$ cat config.mk
export PLATFORM = sky130hd
export DESIGN_NAME = ternary_pe_mw
export DESIGN_NICKNAME = d
export VERILOG_FILES = /design/src/rtl/ternary_pe_mw.sv
export SDC_FILE = /design/constraint.sdc
export NUM_CORES = 1
export LEC_CHECK = 0
export CAP_MARGIN = 10
export CORE_MARGIN = 2
export CORE_UTILIZATION = 48
export CTS_BUF_LIST = sky130_fd_sc_hd__clkbuf_8
export CTS_CLUSTER_DIAMETER = 30
export DETAILED_ROUTE_END_ITERATION = 8
export PLACE_DENSITY = 0.71
export SYNTH_ARGS = -nofsm -noshare
export SYNTH_HDL_FRONTEND = slang
export SYNTH_SLANG_ARGS = --single-unit
$ cat constraint.sdc
create_clock -name clk -period 10.2 [get_ports clk]
set_clock_uncertainty 0.1 [all_clocks]
set_input_delay 1.02 -clock clk [delete_from_list [all_inputs] [get_ports clk]]
set_output_delay 1.02 -clock clk [all_outputs]
set_load 0.1 [all_outputs]
$ cat src/rtl/ternary_pe_mw.sv
// Ternary MAC processing element with a double-buffered weight bank.
// Supports weight-stationary pass-through and output-stationary accumulate/drain modes.
module ternary_pe_mw #(
    parameter  int ACT_BITS = 16,
    parameter  int ACC_BITS = 32,
    parameter  int NUM_W    = 4,
    parameter  bit SATURATE = 1'b1,
    localparam int IW       = $clog2(NUM_W)
) (
    input  logic                clk,
    input  logic                rst_n,
    input  logic                enable,
    input  logic                mode,
    input  logic [IW-1:0]       wsel,
    input  logic                wload_valid,
    input  logic [IW-1:0]       wload_idx,
    input  logic [1:0]          wload_data,
    input  logic                wswap,
    input  logic [ACT_BITS-1:0] act_in,
    output logic [ACT_BITS-1:0] act_out,
    input  logic [ACC_BITS-1:0] psum_in,
    output logic [ACC_BITS-1:0] psum_out,
    input  logic                os_clear,
    input  logic                os_drain,
    output logic                drain_valid,
    output logic                zero_skip,
    output logic                sat_flag,
    output logic [15:0]         skip_count
);

    localparam logic [ACC_BITS-1:0] ACC_MAX = {1'b0, {(ACC_BITS-1){1'b1}}};
    localparam logic [ACC_BITS-1:0] ACC_MIN = {1'b1, {(ACC_BITS-1){1'b0}}};

    logic [1:0]          bank_q [2][NUM_W];
    logic                ptr_q;

    logic [ACT_BITS-1:0] act_q,   act_d;
    logic [ACC_BITS-1:0] psum_q,  psum_d;
    logic [ACC_BITS-1:0] acc_q,   acc_d;
    logic                dv_q,    dv_d;
    logic                sat_q,   sat_d;
    logic [15:0]         skip_q,  skip_d;

    logic [1:0]             w;
    logic signed [ACC_BITS:0] act_ext, prod, base_ext, sum;
    logic                   ovf;
    logic [ACC_BITS-1:0]    res;

    assign w         = bank_q[ptr_q][wsel];
    assign zero_skip = w[0];
    assign act_ext   = {{(ACC_BITS+1-ACT_BITS){act_in[ACT_BITS-1]}}, act_in};

    always_comb begin
        prod = '0;
        case (w)
            2'b10:   prod = act_ext;
            2'b00:   prod = -act_ext;
            default: prod = '0;
        endcase
    end

    // One adder serves both modes: WS adds to psum_in, OS adds to the local accumulator.
    always_comb begin
        base_ext = mode ? {acc_q[ACC_BITS-1], acc_q} : {psum_in[ACC_BITS-1], psum_in};
        sum      = base_ext + prod;
        ovf      = sum[ACC_BITS] ^ sum[ACC_BITS-1];
        res      = sum[ACC_BITS-1:0];
        if (ovf && SATURATE) begin
            res = sum[ACC_BITS] ? ACC_MIN : ACC_MAX;
        end
    end

    always_comb begin
        act_d  = act_q;
        psum_d = psum_q;
        acc_d  = acc_q;
        dv_d   = 1'b0;
        sat_d  = sat_q;
        skip_d = skip_q;
        if (enable) begin
            act_d = act_in;
            if (zero_skip && skip_q != '1) begin
                skip_d = skip_q + 16'd1;
            end
            if (!mode) begin
                psum_d = res;
                if (ovf) sat_d = 1'b1;
            end else if (os_drain) begin
                psum_d = acc_q;
                dv_d   = 1'b1;
                acc_d  = prod[ACC_BITS-1:0];
            end else begin
                acc_d  = res;
                psum_d = psum_in;
                if (ovf) sat_d = 1'b1;
            end
        end
        // Clear wins over accumulate, but a same-cycle drain still emits the old value.
        if (os_clear) begin
            acc_d  = '0;
            sat_d  = 1'b0;
            skip_d = '0;
        end
    end

    always_ff @(posedge clk) begin
        if (!rst_n) begin
            for (int unsigned b = 0; b < 2; b++) begin
                for (int unsigned s = 0; s < NUM_W; s++) begin
                    bank_q[b][s] <= 2'b01;
                end
            end
            ptr_q  <= 1'b0;
            act_q  <= '0;
            psum_q <= '0;
            acc_q  <= '0;
            dv_q   <= 1'b0;
            sat_q  <= 1'b0;
            skip_q <= '0;
        end else begin
            act_q  <= act_d;
            psum_q <= psum_d;
            acc_q  <= acc_d;
            dv_q   <= dv_d;
            sat_q  <= sat_d;
            skip_q <= skip_d;
            if (wload_valid) begin
                bank_q[~ptr_q][wload_idx] <= wload_data;
            end
            if (wswap) begin
                ptr_q <= ~ptr_q;
            end
        end
    end

    assign act_out     = act_q;
    assign psum_out    = psum_q;
    assign drain_valid = dv_q;
    assign sat_flag    = sat_q;
    assign skip_count  = skip_q;

endmodule

### Word level (Yosys, flattened, before mapping)

Memory sizes are Yosys's and may differ from the RTL's. A register that Yosys moved wholly into a read port is not among the register bits.
Cells that the tools add are included.

| operators by class | value |
|---|---|
| equality and inequality tests | 3 |
| bitwise operators | 5 |
| $lt $le $gt $ge | 3 |
| mux-type cells | 25 |
| divide/modulo/power cells | 0 |
| reduce and logical (&&, ||, !) cells | 9 |
| add/sub/neg operators | 3 |
| shift operators | 0 |
| $mul | 0 |

Operators by type and width:

| operator | number |
|---|---|
| $mux 32 | 5 |
| $pmux 33 s2 | 1 |
| $add 33x33->33 | 1 |
| $mux 33 | 1 |
| $neg 16->33 | 1 |
| $mux 8 | 3 |
| $add 16x1->16 const B | 1 |
| $ne 16x16->1 const B | 1 |
| $mux 1 | 10 |
| $reduce_or 8->1 | 1 |
| $ge 3x3->1 const B | 2 |
| $mux 2 | 3 |
| $not 2->3 | 2 |
| $reduce_and 2->1 | 3 |
| $bmux 2 s2 | 1 |
| $demux 2 s2 | 1 |
| $lt 3x1->1 const B | 1 |
| $reduce_and 3->1 | 1 |
| $eq 2x2->1 const B | 1 |
| $logic_and 1x1->1 | 2 |
| $logic_not 2->1 | 1 |
| $ne 2x2->1 const B | 1 |
| $not 1->1 | 2 |
| $reduce_or 2->1 | 1 |
| $xor 1x1->1 | 1 |

| word-level totals | value |
|---|---|
| ROM bits | 0 |
| memories | 1 |
| memory bits (writable) | 16 |
| word-level logic and storage cells | 56 |
| register bits after elaboration | 99 |
| latch bits | 0 |
| input port bits | 62 |
| output and inout port bits | 67 |

Memories:

| memory | depth | width | read ports | clocked after Yosys merged registers in | write ports | line | source |
|---|---|---|---|---|---|---|---|
| bank_q | 2 | 8 | 1 | 1 | 2 | 34 | `logic [1:0] bank_q [2][NUM_W];` |

### Logic depth before layout (Yosys ltp)

Gate-level depths: netlist (run 1).

| depth | value |
|---|---|
| depth after elaboration | 11 |
| mapped depth | 20 |
| gate-level depth less buffers | 17 |

### Worst setup path after synthesis (run 1)

Ideal clock, no wire load.

| timing path | value |
|---|---|
| kind | input to register |
| start | input port wsel[0] |
| end | register acc_q[29] |
| buffers on the path | 3 |
| setup slack | 4.694 ns |
| stages on the path | 15 |
| arrival time | 5.265 ns |
| data required time | 9.959 ns |
| path through | mux4_2 > mux2_2 > clkbuf_1 > clkbuf_1 > a21oi_1 > ha_1 > and4_1 > and3_1 > a221oi_1 > o21ai_0 > nor3_2 > xnor2_4 > a211oi_2 > buf_2 > a211oi_1 |

| between the ends | value |
|---|---|
| word-level cells in the longest chain between the ends | 10 |
| elaborated cells between the ends (all ways) | 12 |

Ends and longest elaborated chain:

| what | line | source |
|---|---|---|
| from (decl) | 14 | `input logic [IW-1:0] wsel,` |
| $not 2->3 (not written as such) (*) | 49 | `assign w = bank_q[ptr_q][wsel];` |
| $bmux 2 s2 (*) | 49 |  |
| $mux 2 (not written as such) (*) (2 in series) | 49 |  |
| net zero_skip | 26 | `output logic zero_skip,` |
| $eq 2x2->1 / $logic_not 2->1 (equally long branches) | 55 | `case (w)` |
| $pmux 33 s2 (*) | 55 |  |
| $add 33x33->33 | 65 | `sum = base_ext + prod;` |
| $mux 32 / $xor 1x1->1 (equally long branches) | 69, 66 |  |
| $mux 32 | 68 | `if (ovf && SATURATE) begin` |
| $mux 32 (*) | 88 | `end else if (os_drain) begin` |
| to (signal assigned) | 116 | `acc_q <= '0;` |
| to (signal assigned) | 123 | `acc_q <= acc_d;` |
| to (decl) | 39 | `logic [ACC_BITS-1:0] acc_q, acc_d;` |

The timed path passes the listed nets; every way through them passes the cells marked *. The select of a mux whose other input is x is not followed.
A chain may end at the register's enable or synchronous reset.

### Worst setup path in the final report (run 1)

| timing path | value |
|---|---|
| start | input port wsel[0] |
| end | register psum_q[13] (netlist: psum_out[13]) |

| between the ends | value |
|---|---|
| word-level cells in the longest chain between the ends | 10 |
| elaborated cells between the ends (all ways) | 12 |

Ends and longest elaborated chain:

| what | line | source |
|---|---|---|
| $not 2->3 (not written as such) (*) | 49 |  |
| $bmux 2 s2 (*) | 49 |  |
| $mux 2 (not written as such) (*) (2 in series) | 49 |  |
| $eq 2x2->1 / $logic_not 2->1 (equally long branches) | 55 |  |
| $pmux 33 s2 (*) | 55 |  |
| $add 33x33->33 (*) | 65 |  |
| $mux 32 / $xor 1x1->1 (equally long branches) | 69, 66 |  |
| $mux 32 (*) | 68 |  |
| $mux 32 (*) | 85 | `if (!mode) begin` |
| to (signal assigned) | 122 | `psum_q <= psum_d;` |
| to (decl) | 38 | `logic [ACC_BITS-1:0] psum_q, psum_d;` |

Every way passes the cells marked *; elsewhere a longest branch is shown, timed or not. The select of a mux whose other input is x is not followed.

==> results of run 1 <==
## power groups by stage
stage / sequential (mW) / clock (mW) / combinational (mW)
2_1_floorplan: 0.608 / 0 / 0.171
3_3_place_gp: 0.508 / 0 / 0.376
3_5_place_dp: 0.508 / 0 / 0.376
4_1_cts: 0.498 / 0.465 / 0.378
5_1_grt: 0.501 / 0.485 / 0.405
6_report: 0.498 / 0.461 / 0.382
## layout by cell type (no fill, tap or decap), types with 19 or more instances in the layout
master and n:
o21ai_0 63, clkbuf_8 19, nand2_1 63, nor2_1 78, mux2i_1 49, mux2_2 34
xor2_1 30, a21oi_1 97, o21a_1 22, nor2b_1 25, ha_1 36, clkdlybuf4s50_1 125
xnor2_1 28, dfxtp_1 100
## area by class of cell
type | instances | share of cell area (%)
tap | 216 | 2.799
inverter | 12 | 0.4665
timing repair buffer | 136 | 13.74
clock inverter | 13 | 1.659
clock buffer | 19 | 2.708
sequential | 116 | 25.71
multi-input combinational | 732 | 52.92
## worst max-delay path: cells and delay by family
family                   cells  cell delay (ns)
XOR/XNOR                     2             1.01
AND/OR/NAND/NOR              4             1.33
buffers and inverters        1             0.61
AO/OA/AOI/OAI                6             1.69
adder cells (fa/ha/maj)      1             0.39
multiplexers                 2             1.36
## stage by stage
step | power [mW] | area [µm²] | worst slack [ns]
after global placement | 0.8837 | 9234 | 2.858
after global routing | 1.390 | 9656 | 2.408
after CTS | 1.340 | 9656 | 3.136
after detailed placement | 0.8845 | 9234 | 2.640
after floorplan | 0.7790 | 7869 | 4.694
final | 1.340 | 9656 | 2.989
## cell families after synthesis
kind of cell,Yosys count,share of synthesized area [%]
multiplexers,88,12.42
AND/OR/NAND/NOR,245,14.82
AO/OA/AOI/OAI,299,24.33
flip-flops,116,31.55
adder cells (fa/ha/maj),40,6.360
XOR/XNOR,60,7.012
buffers and inverters,70,3.514
## final timing paths
check,to,from,slack (ns)
setup reg to reg,psum_out[13],bank_q[0][1],3.85
hold / removal,act_out[15],act_out[15],0.42
hold reg to reg,act_out[15],act_out[15],0.42
setup / recovery,psum_out[13],wsel[0],2.99
## flip-flops by register name, indices dropped and copies added (netlist names), named ones only
register     flops
acc_q           32
act_out         16
bank_q          16
drain_valid      1
psum_out        32
ptr_q            1
sat_flag         1
skip_count      16
## metal layers
layer  wire length [µm]  global-route usage, %  up-vias
li1                   -                      -     3566
met1              10900                  37.75     3433
met2              10150                  40.60      300
met3               1597                  4.844       36
met4                391                  8.152        0
met5                  0                      0        -
==> insert_results.sql, run 1 <==
INSERT INTO impl_metrics (metric_group, metric, value, unit) VALUES
('status', 'status', 'complete, no violations', ''),
('routing', 'ant_nets', '0', ''),
('pwr', 'cell_internal_pwr', '0.8647', 'mW'),
('critical_path', 'cp_max_fo', '23', ''),
('sta', 'final_period_minus_worst_setup_slack', '7.211', 'ns'),
('critical_path', 'critPathCaptureType', 'register', ''),
('sta', 'worst_slew_margin_relative_to_its_limit', '12.38', '%'),
('routing', 'route.detailed.drc', '0', ''),
('yosys', 'synthesis.area', '7869', 'µm²'),
('yosys', 'post-synth-top-area-fraction', '25.44', '%'),
('sta', 'timing.final.max_slew_violations', '0', ''),
('yosys', 'synth_commonest_cells', '100 x dfxtp_1, 97 x a21oi_1, 78 x nor2_1', ''),
('clock_network', 'htreeDepth', '4', ''),
('clock_network', 'post_cts.resized_instances', '0', ''),
('critical_path', 'worstPathArrival', '7.45', 'ns'),
('sta', 'grt_setup_unrepaired', 'no', ''),
('yosys', 'yosys.area.top_type', 'dfxtp_1', ''),
('layout', 'layout.filler_cells', '1453', ''),
('layout', 'finalNetCount', '1114', ''),
('placement', 'placed_cells_incl_taps', '1212', ''),
('routing', 'wirelength', '23030', 'µm'),
('run', 'maxCapViolCount', '0', ''),
('yosys', 'ys_types', '67', ''),
('clock_network', 'worst_setup_hold_path_clk_slew', '0.07', 'ns'),
('placement', 'gp_congestion', '0.9793', ''),
('critical_path', 'crit_slowest_cell', 'xnor2_1', ''),
('routing', 'wire_per_inst', '18.51', 'µm'),
('yosys', 'syn-num-nets', '1017', ''),
('sta', 'setup-violations-final', '0', ''),
('sta', 'hold_viol_final', '0', ''),
('clock_network', 'cts.sinks', '116', ''),
('placement', 'port_buffers', '128', ''),
('layout', 'flow.area_growth_from_synthesis', '22.71', '%'),
('clock_network', 'cts_buffers', '17', ''),
('clock_network', 'tritoncts', 'done', ''),
('global_route', 'grtUsageTotal', '26.47', '%'),
('routing', 'drt-initial-drc-count', '743', ''),
('critical_path', 'timing.critical_path.from_type', 'input pin', ''),
('min_path', 'hold_path_depth', '2', ''),
('die', 'floorplan.rows', '46', ''),
('yosys', 'synth.yosys.seq_area_share', '31.55', '%'),
('yosys', 'count_of_synthesis_stage_warnings_from_yosys', '0', ''),
('sta', 'holdWs', '0.4182', 'ns'),
('yosys', 'ys.flop_type', 'dfxtp_1', ''),
('layout', 'area_of_the_multi_input_gates', '5110', 'µm²'),
('layout', 'final-instance-count-excl-fill', '1244', ''),
('pwr', 'power_switching', '0.4758', 'mW'),
('die', 'fp.dieH', '132.0', 'µm'),
('pwr', 'peakVddDrop', '0.07688', 'mV'),
('global_route', 'grt_antenna_before_repair', '0', ''),
('yosys', 'flop_and_latch_count_out_of_synthesis', '116', ''),
('pwr', 'cellPowerDensity', '138.8', 'nW/µm²'),
('die', 'area_of_the_core_region', '15940', 'µm²'),
('yosys', 'yosysMostFrequentCell', 'dfxtp_1', ''),
('clock_network', 'cts_setup_buffers', '0', ''),
('critical_path', 'setup.worst_path.class', 'in -> reg', ''),
('layout', 'register_area', '2482', 'µm²'),
('global_route', 'grt_max_degree', '66', ''),
('sta', 'tightestPinTransition', '1.309', 'ns'),
('pwr', 'power.static_leakage', '3.682', 'nW'),
('sta', 'max_clock_freq', '0.1387', 'GHz'),
('routing', 'router_iterations_before_antenna_repair', '5', ''),
('min_path', 'hold_path.class', 'reg -> reg', ''),
('global_route', 'global_route_wire_length_before_repair', '37340', 'µm'),
('pwr', 'share_comb_of_total_power', '28.5', '%'),
('layout', 'final_util', '60.56', '%'),
('critical_path', 'worstRegToRegCells', '15', ''),
('sta', 'setup_tns', '0', 'ns'),
('routing', 'via_count', '7335', ''),
('critical_path', 'max_stage_delay_on_crit_path', '0.88', 'ns'),
('global_route', 'first_global_vias', '7081', '');
No activity file was read; power rests on OpenSTA's default activity.
==> run 2, diff against run 1 <==
--- a/config.mk
+++ b/config.mk
@@ -11,7 +11,7 @@
 export CTS_BUF_LIST = sky130_fd_sc_hd__clkbuf_8
 export CTS_CLUSTER_DIAMETER = 30
 export DETAILED_ROUTE_END_ITERATION = 8
-export PLACE_DENSITY = 0.71
+export PLACE_DENSITY = 0.74
 export SYNTH_ARGS = -nofsm -noshare
 export SYNTH_HDL_FRONTEND = slang
 export SYNTH_SLANG_ARGS = --single-unit
==> constraint.sdc (replaced) <==
create_clock -name clk -period 6.57 [get_ports clk]
set_clock_uncertainty 0.1 [all_clocks]
set_input_delay 0.657 -clock clk [delete_from_list [all_inputs] [get_ports clk]]
set_output_delay 0.657 -clock clk [all_outputs]
set_load 0.1 [all_outputs]
==> run 2 against run 1 <==
  * Clock power up 44%
  * Worst hold slack worse by 0.0063 ns
  * Sequential share of layout area down 0.19 points
  * Critical path type unchanged
  * Final cell count up 1.1%
  * Sequential cell count unchanged
  * Total power up 52%
  * Global-route usage up 0.41 points
  * Die area unchanged
  * Sequential power up 55%
  * Final area up 0.73%
  * Combinational power up 58%
  * Largest power group unchanged
  * First-iteration DRC count down 7.5%
==> insert_results.sql, run 2 (same netlist as run 1, synthesis figures left out) <==
INSERT INTO impl_metrics (metric_group, metric, value, unit) VALUES
('die', 'die-width', '132.0', 'µm'),
('die', 'pin_count', '129', ''),
('sta', 'post-route-period-util', '86.30', '%'),
('pwr', 'finalPower', '2.039', 'mW'),
('routing', 'post_drt_via_cell_ratio', '5.893', ''),
('clock_network', 'cts_max_path_buffers', '2', ''),
('routing', 'router_iterations_before_antenna_repair', '5', ''),
('routing', 'wire_per_inst', '18.67', 'µm'),
('layout', 'most_common_library_cell_in_the_layout_ignoring_fill_and_taps', 'clkdlybuf4s50_1', ''),
('routing', 'route.detailed.drc', '0', ''),
('die', 'area_of_the_core_region', '15940', 'µm²'),
('die', 'floorplan.rows', '46', ''),
('critical_path', 'critPathCaptureType', 'register', ''),
('sta', 'holdWs', '0.4119', 'ns'),
('min_path', 'hold_path.class', 'reg -> reg', ''),
('layout', 'layout.cell_area.non_filler', '9726', 'µm²'),
('status', 'status', 'complete, no violations', ''),
('clock_network', 'cts.sinks', '116', ''),
('layout', 'diodes', '0', ''),
('sta', 'setup-violations-final', '0', ''),
('pwr', 'cellPowerDensity', '209.6', 'nW/µm²'),
('layout', 'final-instance-count-excl-fill', '1258', ''),
('sta', 'hold_viol_final', '0', ''),
('global_route', 'grt_max_degree', '66', ''),
('critical_path', 'timing.critical_path.from_type', 'input pin', ''),
('placement', 'gp_congestion', '0.9734', ''),
('clock_network', 'cts_setup_buffers', '0', ''),
('clock_network', 'cts_buffers', '17', ''),
('die', 'fp.dieH', '132.0', 'µm'),
('clock_network', 'cts.root.buffer_cell', 'clkbuf_8', ''),
('routing', 'ant_nets', '0', ''),
('placement', 'post_dp_cell_area', '9341', 'µm²'),
('routing', 'wirelength', '23490', 'µm'),
('pwr', 'power.static_leakage', '3.724', 'nW'),
('layout', 'flow.area_growth_from_synthesis', '23.60', '%'),
('critical_path', 'cp_data_required_time', '6.77', 'ns'),
('routing', 'drt-initial-drc-count', '687', ''),
('clock_network', 'htreeDepth', '4', ''),
('clock_network', 'holdBufCountCts', '0', ''),
('layout', 'area_of_the_multi_input_gates', '5112', 'µm²'),
('sta', 'timing.final.max_slew_violations', '0', ''),
('sta', 'max_clock_freq', '0.1764', 'GHz'),
('layout', 'final_util', '61.00', '%'),
('layout', 'finalNetCount', '1128', ''),
('critical_path', 'setup.worst_path.class', 'in -> reg', ''),
('global_route', 'first_global_vias', '7056', ''),
('layout', 'register_area', '2482', 'µm²'),
('clock_network', 'post_cts.resized_instances', '0', ''),
('routing', 'via_count', '7414', ''),
('global_route', 'grt.overflow.total', '0', ''),
('sta', 'setup_tns', '0', 'ns'),
('critical_path', 'cp_max_fo', '23', ''),
('clock_network', 'tritoncts', 'done', ''),
('die', 'floorplan.die_area', '17430', 'µm²'),
('layout', 'most-common-layout-cells', '125 x clkdlybuf4s50_1, 100 x dfxtp_1, 97 x a21oi_1', ''),
('placement', 'port_buffers', '128', ''),
('sta', 'worst_slew_margin_relative_to_its_limit', '30.79', '%'),
('placement', 'placed_cells_incl_taps', '1226', ''),
('die', 'initial_utilization', '49.36', '%'),
('placement', 'detailedPlace.worstSlack', '0.5730', 'ns'),
('sta', 'tightestPinTransition', '1.027', 'ns'),
('sta', 'layout_setup_ws', '0.9001', 'ns'),
('run', 'maxCapViolCount', '0', ''),
('placement', 'hpwl', '17330', 'µm'),
('global_route', 'global_route_wire_length_before_repair', '37610', 'µm'),
('layout', 'final_layout_size_suffix_gt1_share', '10.27', '%'),
('clock_network', 'clkLatencyLatePin', '0.45', 'ns'),
('layout', 'layout.filler_cells', '1458', ''),
('global_route', 'grt_antenna_before_repair', '0', ''),
('global_route', 'grtUsageTotal', '26.88', '%'),
('critical_path', 'worstPathArrival', '5.87', 'ns'),
('clock_network', 'worst_setup_hold_path_clk_slew', '0.08', 'ns'),
('sta', 'final_period_minus_worst_setup_slack', '5.670', 'ns'),
('pwr', 'peakVddDrop', '0.1209', 'mV'),
('sta', 'grt_setup_unrepaired', 'no', '');
-- run 2: path summary, 6_finish.rpt --
check / startpoint / to / slack (ns) / depth (start not counted)
worst max-delay path: wsel[0] / acc_q[6] / 0.90 / 17
worst min-delay path: skip_count[5] / skip_count[5] / 0.41 / 2
worst max register to register: bank_q[1][3] / acc_q[6] / 1.39 / 16
worst min register to register: skip_count[5] / skip_count[5] / 0.41 / 2
-- run 2: routing by layer --
| layer | wire, µm | part of all wire, % | global-route usage (%) |
|---|---|---|---|
| met5 | 0 | 0 | 0 |
| met4 | 545 | 2.3 | 9.179 |
| met3 | 1756 | 7.5 | 5.459 |
| met2 | 10280 | 44 | 40.51 |
| met1 | 10910 | 46 | 38.29 |
-- run 2: final cells by class --
class | count | area share (%)
repair buffers | 150 | 14.72
clock inverters | 15 | 1.544
multi-input cells | 732 | 52.57
inverters | 12 | 0.4631
clock buffers | 17 | 2.406
well taps | 216 | 2.779
flip-flops and latches | 116 | 25.52
-- run 2: power breakdown --
group          leakage [nW]  internal (mW)  switching, mW  total, mW
Clock                 0.186          0.309          0.352      0.662
Combinational          2.58          0.202          0.401      0.604
Sequential            0.961          0.752         0.0209      0.773
-- run 2: worst max-delay path, cell delays in order --
cell             delay (ns)
clkdlybuf4s50_1        0.62
mux4_2                 0.55
mux2i_2                0.14
buf_4                  0.28
nand3_1                0.36
a21oi_1                0.26
ha_1                   0.30
a21oi_1                0.35
o21ai_0                0.21
a221oi_2               0.43
nor3b_1                0.12
nor3_2                 0.35
xnor2_4                0.17
nor2_1                 0.56
buf_4                  0.27
o21ai_0                0.08
nor3b_1                0.16
